--- config.mk ---
export PLATFORM = sky130hd
export DESIGN_NAME = wb_stage
export DESIGN_NICKNAME = d
export VERILOG_FILES = /design/src/rtl/wb_pkg.sv /design/src/rtl/wb_fifo.sv /design/src/rtl/wb_stage.sv
export SDC_FILE = /design/constraint.sdc
export NUM_CORES = 1
export LEC_CHECK = 0
export ABC_AREA = 1
export BUFFER_PORTS_ARGS = -buffer_cell sky130_fd_sc_hd__buf_4
export CELL_PAD_IN_SITES_DETAIL_PLACEMENT = 1
export CELL_PAD_IN_SITES_GLOBAL_PLACEMENT = 1
export CORE_MARGIN = 2
export CORE_UTILIZATION = 41
export DETAILED_ROUTE_END_ITERATION = 6
export PLACE_DENSITY = 0.87
export REMOVE_ABC_BUFFERS = 1
export SYNTH_ARGS = -nofsm -noshare
export SYNTH_HDL_FRONTEND = slang
export SYNTH_SLANG_ARGS = --single-unit
export TNS_END_PERCENT = 20
--- constraint.sdc ---
create_clock -name clk -period 4.4 [get_ports clk]
set_clock_uncertainty 0.1 [all_clocks]
set_input_delay 0.44 -clock clk [delete_from_list [all_inputs] [get_ports clk]]
set_output_delay 0.44 -clock clk [all_outputs]
set_load 0.02 [all_outputs]
--- src/rtl/wb_pkg.sv ---
// -----------------------------------------------------------------------------
// wb_pkg -- shared types and constants for the write-back stage.
//   wb_entry_t    : one queued register-file write {dest, simd, data}
//   reg_pair_mask : one-hot mask of the register(s) touched by a write
//                   (a SIMD write to register d also covers (d+1) mod 16)
// -----------------------------------------------------------------------------
package wb_pkg;

    localparam int REG_W    = 28;
    localparam int NUM_REGS = 16;
    localparam int DEST_W   = 4;
    localparam int DATA_W   = 2 * REG_W;

    typedef struct packed {
        logic [DEST_W-1:0] dest;
        logic              simd;
        logic [DATA_W-1:0] data;
    } wb_entry_t;

    // SIMD destinations cover a register pair; dest 15 wraps to {15, 0}
    // through the natural 4-bit overflow of w_next.
    function automatic logic [NUM_REGS-1:0] reg_pair_mask(
        input logic [DEST_W-1:0] dest,
        input logic              simd
    );
        logic [DEST_W-1:0] w_next;
        w_next = dest + 4'd1;
        return (NUM_REGS'(1) << dest) |
               (simd ? (NUM_REGS'(1) << w_next) : {NUM_REGS{1'b0}});
    endfunction

endpackage

--- src/rtl/wb_fifo.sv ---
// -----------------------------------------------------------------------------
// wb_fifo -- in-order synchronous FIFO of wb_entry_t results.
// Ports:
//   clk, rst      : clock, synchronous active-high reset (empties the FIFO)
//   i_push        : write i_push_data (ignored when full)
//   i_pop         : retire the head entry (ignored when empty)
//   o_head        : current head entry (valid when !o_empty)
//   o_full/o_empty: occupancy flags
// DEPTH must be a power of two so the pointers wrap naturally.
// -----------------------------------------------------------------------------
module wb_fifo
    import wb_pkg::*;
#(
    parameter int DEPTH = 4
) (
    input  logic      clk,
    input  logic      rst,
    input  logic      i_push,
    input  wb_entry_t i_push_data,
    input  logic      i_pop,
    output wb_entry_t o_head,
    output logic      o_full,
    output logic      o_empty
);

    localparam int AW = $clog2(DEPTH);

    wb_entry_t      r_mem [DEPTH];
    logic [AW-1:0]  r_wr_ptr;
    logic [AW-1:0]  r_rd_ptr;
    logic [AW:0]    r_count;
    logic           w_push;
    logic           w_pop;

    assign o_full  = (r_count == (AW+1)'(DEPTH));
    assign o_empty = (r_count == {(AW+1){1'b0}});
    assign o_head  = r_mem[r_rd_ptr];
    assign w_push  = i_push && !o_full;
    assign w_pop   = i_pop && !o_empty;

    // Storage array: written on accepted push, no reset needed (guarded by count).
    always_ff @(posedge clk) begin
        if (w_push) begin
            r_mem[r_wr_ptr] <= i_push_data;
        end
    end

    // Pointers and occupancy count.
    always_ff @(posedge clk) begin
        if (rst) begin
            r_wr_ptr <= {AW{1'b0}};
            r_rd_ptr <= {AW{1'b0}};
            r_count  <= {(AW+1){1'b0}};
        end else begin
            if (w_push) begin
                r_wr_ptr <= r_wr_ptr + AW'(1);
            end
            if (w_pop) begin
                r_rd_ptr <= r_rd_ptr + AW'(1);
            end
            case ({w_push, w_pop})
                2'b10:   r_count <= r_count + (AW+1)'(1);
                2'b01:   r_count <= r_count - (AW+1)'(1);
                default: r_count <= r_count;
            endcase
        end
    end

endmodule

--- src/rtl/wb_stage.sv ---
// -----------------------------------------------------------------------------
// wb_stage -- write-back stage: arbitrates ALU/MEM results (MEM has priority),
// queues them in order, drives one register-file write per cycle, and keeps a
// pending-write scoreboard.
// Ports:
//   clk, rst                         : clock, synchronous active-high reset
//   alu_valid/ready/dest/simd/data   : ALU result producer (valid/ready)
//   mem_valid/ready/dest/simd/data   : MEM result producer (valid/ready)
//   claim_en/claim_dest/claim_simd   : issue-time claim of a destination
//   busy_mask                        : pending-write bit per register
//   rf_wen/rf_iswrSIMD/rf_dest_sel/rf_data : registered RF write port
// Build option: define WB_BYPASS_EN to let a result accepted into an empty
// queue load the RF write registers directly (latency 1 instead of 2).
// -----------------------------------------------------------------------------
module wb_stage
    import wb_pkg::*;
#(
    parameter int DEPTH = 4,
    parameter int REG_W = 28
) (
    input  logic                 clk,
    input  logic                 rst,
    input  logic                 alu_valid,
    output logic                 alu_ready,
    input  logic [3:0]           alu_dest,
    input  logic                 alu_simd,
    input  logic [2*REG_W-1:0]   alu_data,
    input  logic                 mem_valid,
    output logic                 mem_ready,
    input  logic [3:0]           mem_dest,
    input  logic                 mem_simd,
    input  logic [2*REG_W-1:0]   mem_data,
    input  logic                 claim_en,
    input  logic [3:0]           claim_dest,
    input  logic                 claim_simd,
    output logic [15:0]          busy_mask,
    output logic                 rf_wen,
    output logic                 rf_iswrSIMD,
    output logic [3:0]           rf_dest_sel,
    output logic [2*REG_W-1:0]   rf_data
);

    wb_entry_t             w_push_entry;
    wb_entry_t             w_head;
    logic                  w_full;
    logic                  w_empty;
    logic                  w_mem_xfer;
    logic                  w_alu_xfer;
    logic                  w_accept;
    logic                  w_bypass;
    logic                  w_fifo_push;
    logic                  w_pop;
    logic [NUM_REGS-1:0]   w_set;
    logic [NUM_REGS-1:0]   w_clr;

    logic                  r_rf_wen;
    logic                  r_rf_iswrSIMD;
    logic [DEST_W-1:0]     r_rf_dest_sel;
    logic [2*REG_W-1:0]    r_rf_data;
    logic [NUM_REGS-1:0]   r_busy;

    // Only one result per cycle; MEM wins so ALU is held off whenever MEM is valid.
    assign mem_ready  = !w_full;
    assign alu_ready  = !w_full && !mem_valid;
    assign w_mem_xfer = mem_valid && mem_ready;
    assign w_alu_xfer = alu_valid && alu_ready;
    assign w_accept   = (w_mem_xfer || w_alu_xfer) && !rst;
    assign w_pop      = !w_empty && !rst;

`ifdef WB_BYPASS_EN
    // An empty queue cannot pop this cycle, so the result may skip the queue.
    assign w_bypass = w_accept && w_empty;
`else
    assign w_bypass = 1'b0;
`endif
    assign w_fifo_push = w_accept && !w_bypass;

    // Select the accepted producer's payload.
    always_comb begin
        w_push_entry = '0;
        if (w_mem_xfer) begin
            w_push_entry.dest = mem_dest;
            w_push_entry.simd = mem_simd;
            w_push_entry.data = mem_data;
        end else begin
            w_push_entry.dest = alu_dest;
            w_push_entry.simd = alu_simd;
            w_push_entry.data = alu_data;
        end
    end

    wb_fifo #(
        .DEPTH (DEPTH)
    ) u_fifo (
        .clk         (clk),
        .rst         (rst),
        .i_push      (w_fifo_push),
        .i_push_data (w_push_entry),
        .i_pop       (w_pop),
        .o_head      (w_head),
        .o_full      (w_full),
        .o_empty     (w_empty)
    );

    // RF write registers: head (or bypassed result) loads with a one-cycle write pulse.
    always_ff @(posedge clk) begin
        if (rst) begin
            r_rf_wen      <= 1'b0;
            r_rf_iswrSIMD <= 1'b0;
            r_rf_dest_sel <= 4'd0;
            r_rf_data     <= '0;
        end else if (w_pop) begin
            r_rf_wen      <= 1'b1;
            r_rf_iswrSIMD <= w_head.simd;
            r_rf_dest_sel <= w_head.dest;
            r_rf_data     <= w_head.data;
        end else if (w_bypass) begin
            r_rf_wen      <= 1'b1;
            r_rf_iswrSIMD <= w_push_entry.simd;
            r_rf_dest_sel <= w_push_entry.dest;
            r_rf_data     <= w_push_entry.data;
        end else begin
            r_rf_wen      <= 1'b0;
        end
    end

    // The clear is applied in the cycle the write is presented to the RF.
    assign w_set = claim_en ? reg_pair_mask(claim_dest, claim_simd) : {NUM_REGS{1'b0}};
    assign w_clr = r_rf_wen ? reg_pair_mask(r_rf_dest_sel, r_rf_iswrSIMD) : {NUM_REGS{1'b0}};

    // Scoreboard: set after clear so a simultaneous claim of the same register wins.
    always_ff @(posedge clk) begin
        if (rst) begin
            r_busy <= {NUM_REGS{1'b0}};
        end else begin
            r_busy <= (r_busy & ~w_clr) | w_set;
        end
    end

    assign busy_mask   = r_busy;
    assign rf_wen      = r_rf_wen;
    assign rf_iswrSIMD = r_rf_iswrSIMD;
    assign rf_dest_sel = r_rf_dest_sel;
    assign rf_data     = r_rf_data;

endmodule

==> results of run 1 <==
==> placed cells by master (no fill, tap or decap), drive strengths merged <==
master    count
fa            1
buf         221
dfxtp        85
a21oi        23
nand2       100
o31ai         1
inv          41
mux2         61
edfxtp      244
nand3        45
a31oi        55
clkbuf       50
o21ai       184
nor2        261
o22ai         6
bufinv        2
nor3          4
nand4         8
o211ai       12
clkinv       11
ha            9
clkinvlp      1
==> where the power goes <==
group	internal [W]	total [W]	switching, W	leakage [nW]
Clock	0.00171	0.00290	0.00118	0.559
Combinational	0.00113	0.00331	0.00218	3.00
Sequential	0.00396	0.00444	0.000486	2.93
==> stage by stage <==
| stage | area [sq um] | worst slack, ns |
|---|---|---|
| global placement | 15700 | 1.72 |
| finish | 16900 | 1.73 |
| floorplan | 13500 | 0.0774 |
| CTS | 16900 | 1.70 |
| detailed placement | 15700 | 1.62 |
| global route | 16900 | 1.49 |
==> cell families after synthesis <==
group	after synthesis	share of synthesized area [%]
adder cells (fa/ha/maj)	10	0.952
multiplexers	61	6.55
flip-flops	329	64.8
AO/OA/AOI/OAI	281	10.9
AND/OR/NAND/NOR	418	12.2
buffers and inverters	120	4.51
==> metal layers <==
metal	track usage [%]	up-vias	routed length, um
li1	-	4683	-
met1	25.9	5077	15700
met2	39.8	315	20300
met3	3.48	57	2020
met4	5.56	0	700
met5	0	-	0
==> layout make-up <==
type                            instances  area (sq um)
Inverter                               42           161
Tap cell                              448           561
Timing Repair Buffer                  221          1680
Sequential cell                       329          9040
Clock inverter                         13           131
Clock buffer                           50          1000
Fill cell                            3576         16600
Multi-Input combinational cell        770          4300
==> flip-flops by register name, summed over array words and instances, names as in the netlist <==
name             count
u_fifo.r_count       3
u_fifo.r_mem       244
rf_dest_sel          4
u_fifo.r_wr_ptr      2
rf_iswrSIMD          1
rf_wen               1
rf_data             56
u_fifo.r_rd_ptr      2
busy_mask           16
==> critical path, delay by kind of cell (launching register included) <==
kind,cells,cell delay (ns)
AO/OA/AOI/OAI,4,0.58
adder cells (fa/ha/maj),2,0.58
buffers and inverters,3,0.51
AND/OR/NAND/NOR,2,0.40
flip-flops,1,0.38
==> worst min path at each step <==
stage / slack [ns] / startpoint / cells past startpoint / endpoint
finish: 0.16 / alu_data[5] / 2 / u_fifo.r_mem[1][5]$_DFFE_PP_
global route: 0.14 / alu_data[5] / 2 / u_fifo.r_mem[1][5]$_DFFE_PP_
CTS: 0.14 / alu_data[5] / 2 / u_fifo.r_mem[1][5]$_DFFE_PP_
detailed placement: 0.36 / busy_mask[2]$_SDFF_PP0_ / 2 / busy_mask[2]$_SDFF_PP0_
global placement: 0.35 / busy_mask[2]$_SDFF_PP0_ / 2 / busy_mask[2]$_SDFF_PP0_
floorplan: 0.36 / u_fifo.r_wr_ptr[0]$_SDFFE_PP0P_ / 1 / u_fifo.r_wr_ptr[0]$_SDFFE_PP0P_
==> flow_summary.toml, run 1 <==
[outcome]
status = "completed"

[worst_setup_path]
crit_path_frequent_cell = "inv_1"
cp-end-kind = "flip-flop"
max_stage_delay_ns = 0.38
reg2reg_from = "u_fifo.r_count[2]$_SDFFE_PP0P_"
slowest_stage = "dfxtp_1"
reg2reg_slack_ns = 1.73
path_class = "flip-flop to flip-flop"
crit_path_start = "u_fifo.r_count[2]$_SDFFE_PP0P_"
endpoint = "u_fifo.r_count[2]$_SDFFE_PP0P_"
worst_ep_arrival_time_ns = 2.95
cp.required_ns = 4.68
critical_path_peak_fanout = 5
path_cells = "inv_1 -> nor3_4 -> nor3_2 -> inv_1 -> ha_1 -> inv_1 -> fa_1 -> a21oi_1 -> o21ai_0 -> o21ai_0 -> a21oi_1"
rr_worst_depth = 11
startpoint_type = "flip-flop"
worstReg2RegEnd = "u_fifo.r_count[2]$_SDFFE_PP0P_"

[logic_synthesis]
yosysTopAreaCell = "edfxtp_1"
postSynthCellCount = 1219
synth.top_cells.by_count = "nor2_1 (260), edfxtp_1 (244), o21ai_0 (161)"
synth_area_sq_um = 13900
synth_seq_area_share_pct = 64.8
synth.distinct_cells = 35
synth_warnings = 0
ys_seq_elements = 329
yosysMostFrequentCell = "nor2_1"
ys.flop_type = "edfxtp_1"
synth-edff-count = 244
yosys-top-cells-area = "edfxtp_1 (53%), dfxtp_1 (12%), nor2_1 (7.0%), mux2_4 (6.5%), o21ai_0 (5.8%)"
ys_async_sr_fraction_pct = 0
yosysTopAreaCellShare_pct = 52.6
avgSynthCellArea_sq_um = 11.4

[cts]
cts_made_buffers = 35
cts_setup_buffers = 0
insertion_delay_ns = 0.51
clockRootBuffer = "clkbuf_16"
clockBufferDepth = 3
tritoncts = "yes"
cts_hold_buf = 0
cts.sinks = 329
clk_pin_slew_ns = 0.06
h-tree-depth = 2
ctsResizeCount = 0

[cells_and_area]
insertedDiodeCount = 0
syn_to_final_growth_pct = 21.2
fin_cells = 1873
fin_nets = 1541
drive_above_1_share_pct = 24.9
final_util_pct = 50.5

[run]
drv_cap = 0

[drt]
drtIter0Drc = 735
ant_nets = 0
via_per_inst = 5.41
drc = 0
routed_wl_mm = 38.7
wl_per_cell_um = 20.6
drt_pass1_iterations = 5
vias = 10100

[timing]
rsz0062_at_grt = "false"
slew_headroom_pct = 16.9
setup_violations = 0
worst_pin_slew_ns = 1.25
final.setup.tns_ns = 0
max_clock_freq_ghz = 0.375
timing.final.crit_share_pct = 60.6
drv_slew = 0
hold_viol = 0
hold_ws_ns = 0.156
finalCriticalPeriod_ns = 2.67

[die]
initial_core_util_pct = 41.6
fp.dieW_um = 188
die_h_um = 188
ioPinCount = 212
design.core.area_sq_um = 33400
die_area_sq_um = 35500
num_rows = 67

[place]
portBuffers = 211
dpl.hpwl_mm = 24.0
routabilityCongestion = 0.840
post-place-cells = 1810

[global_routing]
grt_pass1_vias = 11100
grt_remaining_overflow = 0
grt_pass1_wl_mm = 59.9
grtUsageTotal_pct = 21.5
antenna_found_initial = 0
grt_max_degree = 95

[power]
peakVddDrop_mv = 0.439
p_total_w = 0.0106
p_leak_nw = 6.49
power_density_nw_per_um2 = 631

[hold_path]
holdCritPathClass = "input pin to flip-flop"
Note: power is estimated with default switching activity, not from simulation.
==> run 2, diff against run 1 <==
Settings changed: ABC_AREA 1 to 0, CORE_UTILIZATION 41 to 42, PLACE_DENSITY 0.87 to 0.86.
Clock period 4.4 ns to 2.4 ns, I/O delays scaled along.
==> run 2 against run 1 <==
  * Clock-buffer cell count shrank 2
  * Setup slack lost 1.5 ns
  * Cell count shrank 16%
  * Via count shrank 16%
  * Sequential share of layout area shrank 1.1 points
  * Critical endpoint is now busy_mask[2]$_SDFF_PP0_
  * Largest power group unchanged
==> flow_summary.toml, run 2 <==
[drt]
route.met3.wl_mm = 2.01
drc = 0
wl_per_cell_um = 23.2
routed_wl_mm = 36.3
vias = 8540
highest_layer = "met4"
wl_met1_mm = 13.7
ant_nets = 0
drt_pass1_iterations = 5
dr_wl_met2_mm = 19.5
via_per_inst = 5.45
drtIter0Drc = 540

[worst_setup_path]
path_cells = "and2_0 -> ha_1 -> and2_1 -> a22oi_1 -> o21ai_0 -> a21oi_1"
cp-end-kind = "flip-flop"
path_class = "flip-flop to flip-flop"
slowest_stage = "dfxtp_1"
critical_path_peak_fanout = 12
worst_ep_arrival_time_ns = 2.52
max_stage_delay_ns = 0.52
startpoint_type = "flip-flop"
cp.required_ns = 2.74

[logic_synthesis]
ys.flop_type = "edfxtp_1"
synth.distinct_cells = 50
synth_seq_area_share_pct = 68.5
avgSynthCellArea_sq_um = 15.5
yosysTopAreaCell = "edfxtp_1"
yosysTopAreaCellShare_pct = 55.6
synth_area_sq_um = 13200
ys_seq_elements = 329
synth.top_cells.by_count = "edfxtp_1 (244), nand2_1 (143), dfxtp_1 (85)"
postSynthCellCount = 849
yosys-top-cells-area = "edfxtp_1 (56%), dfxtp_1 (13%), mux4_2 (10%), mux2_1 (5.1%), nand2_1 (4.1%)"
synth_warnings = 0
ys_async_sr_fraction_pct = 0
synth-edff-count = 244
yosysMostFrequentCell = "edfxtp_1"

[global_routing]
grt_pass1_vias = 9674
grtUsageTotal_pct = 22.3
grt_remaining_overflow = 0
grt_pass1_wl_mm = 55.9
antenna_found_initial = 0
grt_max_degree = 64

[die]
ioPinCount = 212
initial_core_util_pct = 42.9
die_h_um = 181
design.core.area_sq_um = 30700
num_rows = 64
fp.dieW_um = 181
die_area_sq_um = 32800

[power]
power_density_nw_per_um2 = 1120
peakVddDrop_mv = 0.695
p_leak_nw = 6.18

[timing]
slew_headroom_pct = 43.1
drv_slew = 0
setup_violations = 0
rsz0062_at_grt = "false"
setup_ws_ns = 0.223
hold_viol = 0
timing.final.crit_share_pct = 90.7
hold_ws_ns = 0.0113
finalCriticalPeriod_ns = 2.18
max_clock_freq_ghz = 0.459
worst_pin_slew_ns = 0.853

[place]
portBuffers = 211
dpl.hpwl_mm = 21.6
routabilityCongestion = 0.860
post-place-ws_ns = 0.127

[outcome]
status = "completed"

[cells_and_area]
insertedDiodeCount = 0
top_register = "u_fifo.r_mem"
syn_to_final_growth_pct = 30.8
fin_nets = 1289
drive_above_1_share_pct = 30.6
mostFrequentLayoutCells = "edfxtp_1 (244), buf_4 (221), nand2_1 (143)"
largest_reg_flops = 244
final_common_cell = "edfxtp_1"

[cts]
cts_made_buffers = 35
insertion_delay_ns = 0.53
clk_pin_slew_ns = 0.06
clockBufferDepth = 3
cts.sinks = 329
tritoncts = "yes"
clockRootBuffer = "clkbuf_16"
h-tree-depth = 2

[run]
drv_cap = 0

[hold_path]
holdCritPathClass = "input pin to flip-flop"
[run 2: metal layers]
metal | GRT usage (%) | vias to the layer above
met2 | 41.3 | 297
met5 | 0 | -
met1 | 25.3 | 4361
li1 | - | 3808
met4 | 7.77 | 0
met3 | 4.68 | 74
[run 2: critical path, delay by kind of cell (launching register included)]
kind,cells,cell delay [ns]
compound gates,3,0.57
fa+ha+maj,1,0.35
simple gates,2,0.56
flops,1,0.52
[run 2: path summary, 6_finish.rpt]
| kind | startpoint | to | slack [ns] | depth (start not counted) |
|---|---|---|---|---|
| max reg2reg | rf_dest_sel[1]$_SDFFE_PP0P_ | busy_mask[2]$_SDFF_PP0_ | 0.22 | 6 |
| max | rf_dest_sel[1]$_SDFFE_PP0P_ | busy_mask[2]$_SDFF_PP0_ | 0.22 | 6 |
| min | mem_data[33] | u_fifo.r_mem[0][33]$_DFFE_PP_ | 0.01 | 2 |
| min reg2reg | rf_data[49]$_SDFFE_PP0P_ | rf_data[49]$_SDFFE_PP0P_ | 0.36 | 2 |
[run 2: cell families after synthesis]
| family | after synthesis | synth area share, % |
|---|---|---|
| buf+inv | 68 | 2.67 |
| xor+xnor | 6 | 0.399 |
| simple gates | 203 | 6.83 |
| compound gates | 109 | 4.80 |
| flops | 329 | 68.5 |
| mux | 124 | 15.8 |
| fa+ha+maj | 10 | 1.01 |
[run 2: stage by stage]
step | instances | setup TNS [ns] | cell area, sq um | util, % | total power, W
global placement | 1428 | 0 | 15400 | 50.0 | 0.0137
floorplan | 797 | -192.31 | 12900 | - | 0.0113
detailed placement | 1428 | 0 | 15400 | 50.0 | 0.0140
finish | 1567 | 0 | 17200 | 56.1 | 0.0193
global route | 1567 | 0 | 17200 | 56.1 | 0.0203
CTS | 1566 | 0 | 17200 | 56.0 | 0.0194
[run 2: layout make-up]
cell class	instances	area (sq um)
Sequential cell	329	9040
Multi-Input combinational cell	452	3820
Inverter	16	60.1
Tap cell	396	495
Fill cell	2929	13500
Clock inverter	13	155
Clock buffer	48	945
Timing Repair Buffer	313	2730
[run 2: where the power goes]
part	total, W	switching [W]	internal [W]
Clock	0.00525	0.00225	0.00300
Combinational	0.00610	0.00356	0.00254
Sequential	0.00800	0.000728	0.00728
[run 2: timing repair]
item | 4_1_cts | 5_1_grt
hold endpoints to repair | 160 | 0
hold buffers | 77 | 0
setup endpoints to repair | 0 | 1
gates resized for setup | 0 | 1
setup buffers | 0 | 1
==> run 3, diff against run 2 <==
Settings changed: CORE_UTILIZATION 42 to 44, CTS_BUF_LIST set to sky130_fd_sc_hd__clkbuf_4 sky130_fd_sc_hd__clkbuf_8, HOLD_SLACK_MARGIN set to 0.02, PLACE_DENSITY 0.86 to 0.89.
==> run 3 against run 2 <==
  * Utilization grew 4.3 points
  * Maximum frequency shrank 6.1%
  * Clock-buffer cell count grew 41
  * Power grew 2.1%
  * Register-to-register slack lost 0.06 ns
  * Clock power grew 2%
  * Critical path type is now input pin to flip-flop
  * Largest power group unchanged
  * Highest routed layer is now met5
==> flow_summary.toml, run 3 (synthesis gave the netlist of run 2 again) <==
[power]
power_density_nw_per_um2 = 1110
peakVddDrop_mv = 0.885
p_leak_nw = 6.51

[worst_setup_path]
crit_path_start = "claim_dest[1]"
reg2reg_slack_ns = 0.16
endpoint = "busy_mask[14]$_SDFF_PP0_"
rr_worst_depth = 9
path_cells = "dlygate4sd3_1 -> buf_4 -> and2_1 -> ha_1 -> nand2b_1 -> o22ai_2 -> nand3_1 -> dlygate4sd3_1 -> a21oi_1"
crit_path_frequent_cell = "dlygate4sd3_1"
slowest_stage = "dlygate4sd3_1"
critical_path_peak_fanout = 10
cp.required_ns = 2.78
cp-end-kind = "flip-flop"
max_stage_delay_ns = 0.58
path_class = "input pin to flip-flop"
reg2reg_from = "u_fifo.r_count[0]$_SDFFE_PP0P_"
startpoint_type = "input pin"
worstReg2RegEnd = "u_fifo.r_count[2]$_SDFFE_PP0P_"
worst_ep_arrival_time_ns = 2.70

[die]
design.core.area_sq_um = 29600
num_rows = 63
fp.dieW_um = 177
ioPinCount = 212
die_area_sq_um = 31400
die_h_um = 177
initial_core_util_pct = 44.6

[cts]
cts_made_buffers = 54
clockRootBuffer = "clkbuf_8"
h-tree-depth = 2
cts.sinks = 329
clockBufferDepth = 3
insertion_delay_ns = 0.58
clk_pin_slew_ns = 0.06
tritoncts = "yes"

[timing]
slew_headroom_pct = 41.6
hold_viol = 0
finalCriticalPeriod_ns = 2.32
final.setup.tns_ns = 0
timing.final.crit_share_pct = 96.5
drv_slew = 0
max_clock_freq_ghz = 0.432
setup_violations = 0
worst_pin_slew_ns = 0.875

[place]
post-place-cells = 1425
routabilityCongestion = 0.856
dpl.hpwl_mm = 22.2
portBuffers = 211

[drt]
routed_wl_mm = 42.1
drtIter0Drc = 634
vias = 9107
ant_nets = 0
via_per_inst = 5.50
wl_per_cell_um = 25.4
drc = 0
drt_pass1_iterations = 5

[global_routing]
grt_pass1_wl_mm = 62.9
grtUsageTotal_pct = 27.2
grt_remaining_overflow = 0
grt_pass1_vias = 10000
antenna_found_initial = 1
grt_max_degree = 63

[cells_and_area]
largest_reg_flops = 244
syn_to_final_growth_pct = 35.4
final_common_cell = "edfxtp_1"
insertedDiodeCount = 0
regArea_sq_um = 9040
drive_above_1_share_pct = 32.8
num-fill-cells = 2780
fin_nets = 1362
mostFrequentLayoutCells = "edfxtp_1 (244), buf_4 (225), nand2_1 (143)"
top_register = "u_fifo.r_mem"
fin_cells = 1656
multi_input_area_sq_um = 3830

[hold_path]
min_path_cells = 4
holdCritPathClass = "input pin to flip-flop"

[run]
drv_cap = 0

[outcome]
status = "completed"
[run 3: metal layers]
metal	GRT usage [%]	part of all wire, %
met1	30.9	37
met2	50.4	54
met3	5.26	5.8
met4	10.1	3.3
met5	0	0.038
[run 3: area by class of cell]
cell class              instances  share of cell area [%]
well taps                     390                    2.73
clock inverters                13                   0.764
flip-flops and latches        329                    50.6
inverters                      16                   0.336
repair buffers                367                    18.2
multi-input cells             452                    21.5
clock buffers                  89                    5.88
[run 3: power by group]
group          switching [W]  internal [W]  leakage (nW)  total [W]
Sequential          0.000768       0.00728          2.93    0.00805
Combinational        0.00375       0.00259          2.95    0.00634
Clock                0.00237       0.00300         0.635    0.00537
Total                0.00689        0.0129          6.51     0.0198
[run 3: worst min path at each step]
stage / from / to / slack, ns
6_report: claim_dest[0] / busy_mask[6]$_SDFF_PP0_ / 0.04
3_3_place_gp: rf_data[49]$_SDFFE_PP0P_ / rf_data[49]$_SDFFE_PP0P_ / 0.34
5_1_grt: claim_dest[0] / busy_mask[6]$_SDFF_PP0_ / 0.04
4_1_cts: claim_dest[2] / busy_mask[9]$_SDFF_PP0_ / 0.02
2_1_floorplan: rst / busy_mask[10]$_SDFF_PP0_ / 0.21
3_5_place_dp: rf_data[49]$_SDFFE_PP0P_ / rf_data[49]$_SDFFE_PP0P_ / 0.35
[run 3: stage by stage]
step	total power [W]	setup WS, ns	util, %	instance area, sq um	hold slack [ns]
finish	0.0198	0.0829	60.4	17900	0.0432
global placement	0.0137	0.188	52.0	15400	0.339
global route	0.0206	-0.00119	60.4	17900	0.0362
CTS	0.0194	0.0794	60.3	17800	0.0236
detailed placement	0.0140	0.0954	52.0	15400	0.349
floorplan	0.0113	-1.27	-	12900	0.209
[run 3: timing repair]
item | CTS | global route
buffers inserted | 0 | 1
setup endpoints to repair | 0 | 2
hold buffers | 128 | 0
hold endpoints to repair | 258 | 0
resized for setup | 0 | 3
[run 3: worst max-delay path: cells and delay by family]
family	cells	cell delay, ns
AOI/OAI and AO/OA	2	0.32
adders and majority gates	1	0.34
and+or+nand+nor	3	0.52
buffers and inverters	3	1.28
